===== config.mk =====
export PLATFORM = sky130hd
export DESIGN_NAME = fpga_reset_seq
export DESIGN_NICKNAME = d
export VERILOG_FILES = /design/src/rtl/fpga_reset_seq.sv
export SDC_FILE = /design/constraint.sdc
export NUM_CORES = 1
export LEC_CHECK = 0
export ABC_CLOCK_PERIOD_IN_PS = 3500
export CAP_MARGIN = 20
export CORE_MARGIN = 8
export CORE_UTILIZATION = 45
export CTS_BUF_LIST = sky130_fd_sc_hd__clkbuf_16
export DETAILED_ROUTE_END_ITERATION = 8
export GPL_TIMING_DRIVEN = 0
export HOLD_SLACK_MARGIN = 0.05
export PLACE_DENSITY = 0.6
export SLEW_MARGIN = 20
export SYNTH_ARGS = -nofsm -noshare
export SYNTH_HDL_FRONTEND = slang
export SYNTH_SLANG_ARGS = --single-unit

===== constraint.sdc =====
create_clock -name clk -period 3.5 [get_ports clk]
set_input_delay 0.7 -clock clk [delete_from_list [all_inputs] [get_ports clk]]
set_output_delay 0.7 -clock clk [all_outputs]
set_load 0.05 [all_outputs]

===== src/rtl/fpga_reset_seq.sv =====
`default_nettype none
// ---- fpga_reset_seq : PLL-lock gated reset sequencer, debug domain released before system -----
// ---- optional debounced push-button system hold with FPGA_RESET_SEQ_BTN_EN --- rev 1.0 --------
module fpga_reset_seq #(
  parameter int HOLD_CYCLES        = 16,
  parameter int LOCK_STABLE_CYCLES = 256,
  parameter int DBG_GAP_CYCLES     = 8,
  parameter int DEBOUNCE_CYCLES    = 4096
) (
  input  logic       clk,
  input  logic       rst,
  input  logic       pll_locked,
`ifdef FPGA_RESET_SEQ_BTN_EN
  input  logic       btn_n,
`endif
  output logic       rst_n_dbg,
  output logic       rst_n_sys,
  output logic       ready,
  output logic [1:0] reset_cause
);

  localparam int MAX_HL  = (HOLD_CYCLES > LOCK_STABLE_CYCLES) ? HOLD_CYCLES : LOCK_STABLE_CYCLES;
  localparam int CNT_MAX = (MAX_HL > DBG_GAP_CYCLES) ? MAX_HL : DBG_GAP_CYCLES;
  localparam int CW      = $clog2(CNT_MAX) + 1;

  localparam logic [CW-1:0] HOLD_LAST = CW'(HOLD_CYCLES - 1);
  localparam logic [CW-1:0] LOCK_LAST = CW'(LOCK_STABLE_CYCLES - 1);
  localparam logic [CW-1:0] GAP_LAST  = CW'(DBG_GAP_CYCLES - 1);
  localparam logic [CW-1:0] CNT_SAT   = {CW{1'b1}};

  localparam logic [1:0] CAUSE_LOCK = 2'd1;
  localparam logic [1:0] CAUSE_BTN  = 2'd2;

  typedef enum logic [2:0] {
    S_HOLD      = 3'd0,
    S_WAIT_LOCK = 3'd1,
    S_REL_DBG   = 3'd2,
    S_RUN       = 3'd3,
    S_SYS_HOLD  = 3'd4
  } state_t;

  logic [1:0] lock_sync;
  logic       lock_s;

  always_ff @(posedge clk or posedge rst) begin
    if (rst) begin
      lock_sync <= 2'b00;
    end else begin
      lock_sync <= {lock_sync[0], pll_locked};
    end
  end

  assign lock_s = lock_sync[1];

  logic btn_db;

`ifdef FPGA_RESET_SEQ_BTN_EN
  localparam int            DW      = $clog2(DEBOUNCE_CYCLES) + 1;
  localparam logic [DW-1:0] DB_LAST = DW'(DEBOUNCE_CYCLES - 1);

  logic [1:0]    btn_sync;
  logic [DW-1:0] db_cnt;
  logic          btn_db_q;

  // Debounced level follows the synced level only after a full window of disagreement.
  always_ff @(posedge clk or posedge rst) begin
    if (rst) begin
      btn_sync <= 2'b11;
      db_cnt   <= '0;
      btn_db_q <= 1'b1;
    end else begin
      btn_sync <= {btn_sync[0], btn_n};
      if (btn_sync[1] == btn_db_q) begin
        db_cnt <= '0;
      end else if (db_cnt == DB_LAST) begin
        btn_db_q <= btn_sync[1];
        db_cnt   <= '0;
      end else begin
        db_cnt <= db_cnt + 1'b1;
      end
    end
  end

  assign btn_db = btn_db_q;
`else
  // No button: the debounced level is permanently "released".
  assign btn_db = (DEBOUNCE_CYCLES > 0);
`endif

  state_t        state;
  state_t        state_nx;
  logic [CW-1:0] cnt;
  logic [CW-1:0] cnt_nx;
  logic [CW-1:0] cnt_inc;
  logic [1:0]    cause_nx;
  logic          dbg_nx;
  logic          sys_nx;
  logic          ready_nx;

  assign cnt_inc = (cnt == CNT_SAT) ? cnt : cnt + 1'b1;

  always_comb begin
    state_nx = state;
    cnt_nx   = cnt;
    cause_nx = reset_cause;

    case (state)
      S_HOLD: begin
        if (cnt == HOLD_LAST) begin
          state_nx = S_WAIT_LOCK;
          cnt_nx   = '0;
        end else begin
          cnt_nx = cnt_inc;
        end
      end
      S_WAIT_LOCK: begin
        if (!lock_s) begin
          cnt_nx = '0;
        end else if (cnt == LOCK_LAST) begin
          state_nx = S_REL_DBG;
          cnt_nx   = '0;
        end else begin
          cnt_nx = cnt_inc;
        end
      end
      S_REL_DBG: begin
        if (cnt == GAP_LAST) begin
          state_nx = S_RUN;
          cnt_nx   = '0;
        end else begin
          cnt_nx = cnt_inc;
        end
      end
      S_RUN: begin
        if (!btn_db) begin
          state_nx = S_SYS_HOLD;
          cnt_nx   = '0;
          cause_nx = CAUSE_BTN;
        end
      end
      S_SYS_HOLD: begin
        if (!btn_db) begin
          cnt_nx = '0;
        end else if (cnt == HOLD_LAST) begin
          state_nx = S_RUN;
          cnt_nx   = '0;
        end else begin
          cnt_nx = cnt_inc;
        end
      end
      default: begin
        state_nx = S_HOLD;
        cnt_nx   = '0;
      end
    endcase

    // Lock loss overrides everything once the debug domain has been released.
    if (!lock_s && (state == S_REL_DBG || state == S_RUN || state == S_SYS_HOLD)) begin
      state_nx = S_HOLD;
      cnt_nx   = '0;
      cause_nx = CAUSE_LOCK;
    end

    dbg_nx   = (state_nx == S_REL_DBG) || (state_nx == S_RUN) || (state_nx == S_SYS_HOLD);
    sys_nx   = (state_nx == S_RUN);
    ready_nx = (state_nx == S_RUN);
  end

  always_ff @(posedge clk or posedge rst) begin
    if (rst) begin
      state       <= S_HOLD;
      cnt         <= '0;
      reset_cause <= 2'd0;
      rst_n_dbg   <= 1'b0;
      rst_n_sys   <= 1'b0;
      ready       <= 1'b0;
    end else begin
      state       <= state_nx;
      cnt         <= cnt_nx;
      reset_cause <= cause_nx;
      rst_n_dbg   <= dbg_nx;
      rst_n_sys   <= sys_nx;
      ready       <= ready_nx;
    end
  end

endmodule
`default_nettype wire

==> results by group <==
Run status
  – Status: finished, final reports clean

Placement
  – Placed cells: 137
  – Hpwl dp: 1310 um
  – IO buf count: 6
  – Worst slack at placement: 1590 ps
  – Routability congestion estimate: 0.799

Worst setup path
  – Worst flop-to-flop path startpoint: cnt[0]
  – Setup crit start: ready
  – Max FO, Critical Path: 2
  – CP Cell Sequence: buf_4 -> clkdlybuf4s50_1
  – R2r endpoint: cnt[5]
  – Buf/Inv on CP: 2
  – R2R depth: 5
  – Crit-path slowest cell: clkdlybuf4s50_1
  – Crit start category: flop
  – Arrival time worst endpoint: 1460 ps
  – Crit path largest cell delay: 780 ps
  – Worst Path Required: 2800 ps
  – Worst setup path class: flop to output port
  – Crit path max-delay family: buffers and inverters
  – CP Capture Point: rst_n_sys
  – Worst path depth: 2
  – Register-to-Register Setup Slack: 1810 ps
  – Critical Path Sink Type: output port

Finish
  – FF/Latch Area: 425 um2
  – Nets: 118
  – Filler cell count: 203
  – N_diodes: 0
  – Post-route insts no fill: 141
  – Syn-to-layout area delta: 18.0%
  – Fraction of layout cells with a size suffix above 1: 15.9%
  – Multi-input logic area: 494 um2

Global route
  – Gr usage total: 9.90%
  – Vias in the first global route: 715
  – GRT overflow: 0
  – Antenna violations before repair: 0
  – M3 GR Usage: 4.84%
  – GR Layer Usage met1: 11.8%
  – First-pass GRT wire length: 3170 um
  – GRT busiest layer: met2
  – Met2 GRT Util: 15.3%
  – Largest net degree at the start of global routing: 18

Logic synthesis
  – YS warnings: 0
  – Register bit count reported by yosys: 17
  – Number of synthesized flops with an enable pin: 0
  – Post-synth top area share: 43.7%
  – Synth Net Count: 107
  – Seq/Total Area, Yosys: 43.7%
  – Ys async rst share: 100%
  – Synth Cell Area: 973 um2
  – Yosys cell types: 39
  – Largest cells by area after synthesis: dfrtp_1 44%, nor2_1 4.6%, a21oi_1 4.1%, nand2_1 3.1%, xor2_1 2.7%
  – Synth area leader: dfrtp_1
  – Dominant synthesized flop cell: dfrtp_1
  – Top-count cell post-synth: dfrtp_1
  – Syn Area/Cell: 9.45 um2
  – Post-synth top cells: 17 x dfrtp_1, 12 x nor2_1, 8 x a21oi_1, 8 x nand2_1, 5 x inv_1
  – Synthesized netlist cell count: 103

STA
  – Worst clock skew: 5.64 ps
  – Setup TNS Final: 0 ps
  – Fin. max-slew vios: 0
  – Post-route clock period utilization: 61.8%
  – Final Hold Fails: 0
  – RSZ-0062 raised after global routing: no
  – Slew HR: 57.2%
  – Worst-Margin Slew: 641 ps
  – Number of endpoints failing setup at the final stage: 0
  – Min setup slack post-route: 1340 ps
  – Max frequency: 462 MHz
  – Final Critical Period: 2160 ps

CTS
  – Clk sinks: 17
  – CTS max path bufs: 2
  – CTS tree: yes
  – Clock Tree Root: clkbuf_16
  – Post-CTS Setup Repair Bufs: 0
  – Number of CTS-inserted buffers: 3
  – Clock Pin Slew Worst Setup and Hold Paths: 50 ps
  – CTS Hold Bufs: 0
  – CTS resizes: 0
  – H-tree lvl count: 1
  – Clock Latency Late Sink: 250 ps

Route
  – DRT Pass-1 Iters: 4
  – Drt wl/cell: 13.1 um
  – Drt total wl: 1850 um
  – Via count: 744
  – Post-route DRC: 0
  – Initial DRC Count: 15
  – Final ANT Viol Nets: 0
  – Vias/cell: 5.28

Power and ir drop
  – Cell Pwr Density: 397 nW/um2
  – Clock share of power: 50.0%
  – Reg power frac: 44.9%
  – Pleak: 0.493 nW
  – Internal power: 0.362 mW
  – Switching share of power: 20.5%
  – VDD IR max: 0.000338 V
  – Switching pwr: 0.0935 mW
  – Logic pwr share: 5.1%

Run
  – Max_cap viols: 0

Floorplan
  – Die H: 62.5 um
  – Die footprint: 3910 um2
  – Initial core utilization: 45.8%
  – IO Pins: 8
  – Core Area: 2130 um2
  – Die X-Extent: 62.5 um
  – Row count: 17

Hold path
  – Hold crit path type: flop to flop
cells by family (layout without fill, tap and decap cells):
logic type      count (synthesis)  in the layout  share of synthesized area, %
other cells                     1              1                         0.385
xor+xnor                        4              4                          3.60
buf+inv                        11             21                          5.53
flops                          17             17                          43.7
fa+ha+maj                       1              1                          1.29
mux                             2              2                          2.06
compound gates                 26             26                          18.0
simple gates                   41             41                          25.4
registers in the layout (all words and copies together) (netlist names):
name / cells
cnt: 9
state: 3
lock_sync: 2
ready: 1
reset_cause: 1
rst_n_dbg: 1
power by group through the flow:
stage | Clock (mW) | Combinational [mW] | Sequential (mW)
final | 0.228 | 0.0233 | 0.205
after CTS | 0.231 | 0.0236 | 0.205
after global placement | 0 | 0.0235 | 0.208
after detailed placement | 0 | 0.0234 | 0.208
after global routing | 0.241 | 0.0268 | 0.205
after floorplan | 0 | 0.0178 | 0.207
metrics by stage:
step                hold WS (ps)  util [%]  power, mW  instance area (um2)
global route                 351      54.0      0.472                 1150
CTS                          350      54.0      0.460                 1150
floorplan                    331         -      0.225                  973
finish                       347      54.0      0.455                 1150
detailed placement           337      50.2      0.231                 1070
global placement             336      50.2      0.231                 1070
worst min-delay path by stage:
stage / start / to / slack (ps) / cells past startpoint
final: lock_sync[0] / lock_sync[1] / 350 / 0
after global routing: lock_sync[0] / lock_sync[1] / 350 / 0
after CTS: lock_sync[0] / lock_sync[1] / 350 / 0
after detailed placement: lock_sync[0] / lock_sync[1] / 340 / 0
after global placement: lock_sync[0] / lock_sync[1] / 340 / 0
after floorplan: lock_sync[0] / lock_sync[1] / 330 / 0
routing by layer:
layer | share of wire (%) | routed length, um
met3 | 5.5 | 102
met4 | 0.81 | 15
met5 | 0 | 0
met1 | 47 | 862
met2 | 47 | 868
area by class of cell:
cell class                 instances  share of cell area [%]
buffer                             6                    3.05
clock buffer                       3                    6.54
clock inverter                     1                   0.436
inverter                           5                    1.63
multi-input combinational         75                    43.0
sequential                        17                    37.0
tap                               28                    3.05
timing repair buffer               6                    5.23
placed cells by master (no fill, tap or decap), types with 2 or more instances in the layout:
cell / n
nor2b_1: 2
o21ai_0: 3
clkbuf_16: 3
nand3_1: 3
mux2i_1: 2
o211ai_1: 2
buf_2: 4
xor2_1: 3
buf_4: 2
and3_1: 2
dfrtp_1: 17
clkdlybuf4s50_1: 6
inv_1: 5
nand2_1: 8
o21ai_1: 3
nand4_2: 2
nor2_1: 12
a21oi_1: 8
nand4_1: 2
or3_1: 2
worst register-to-register path, cell delays in order, from the launching register on:
cell	delay, ps
dfrtp_1	400
ha_1	280
nand4_1	250
nor2_1	230
nor2_1	90
a2111oi_2	340
Note: power is estimated with default switching activity, not from simulation.
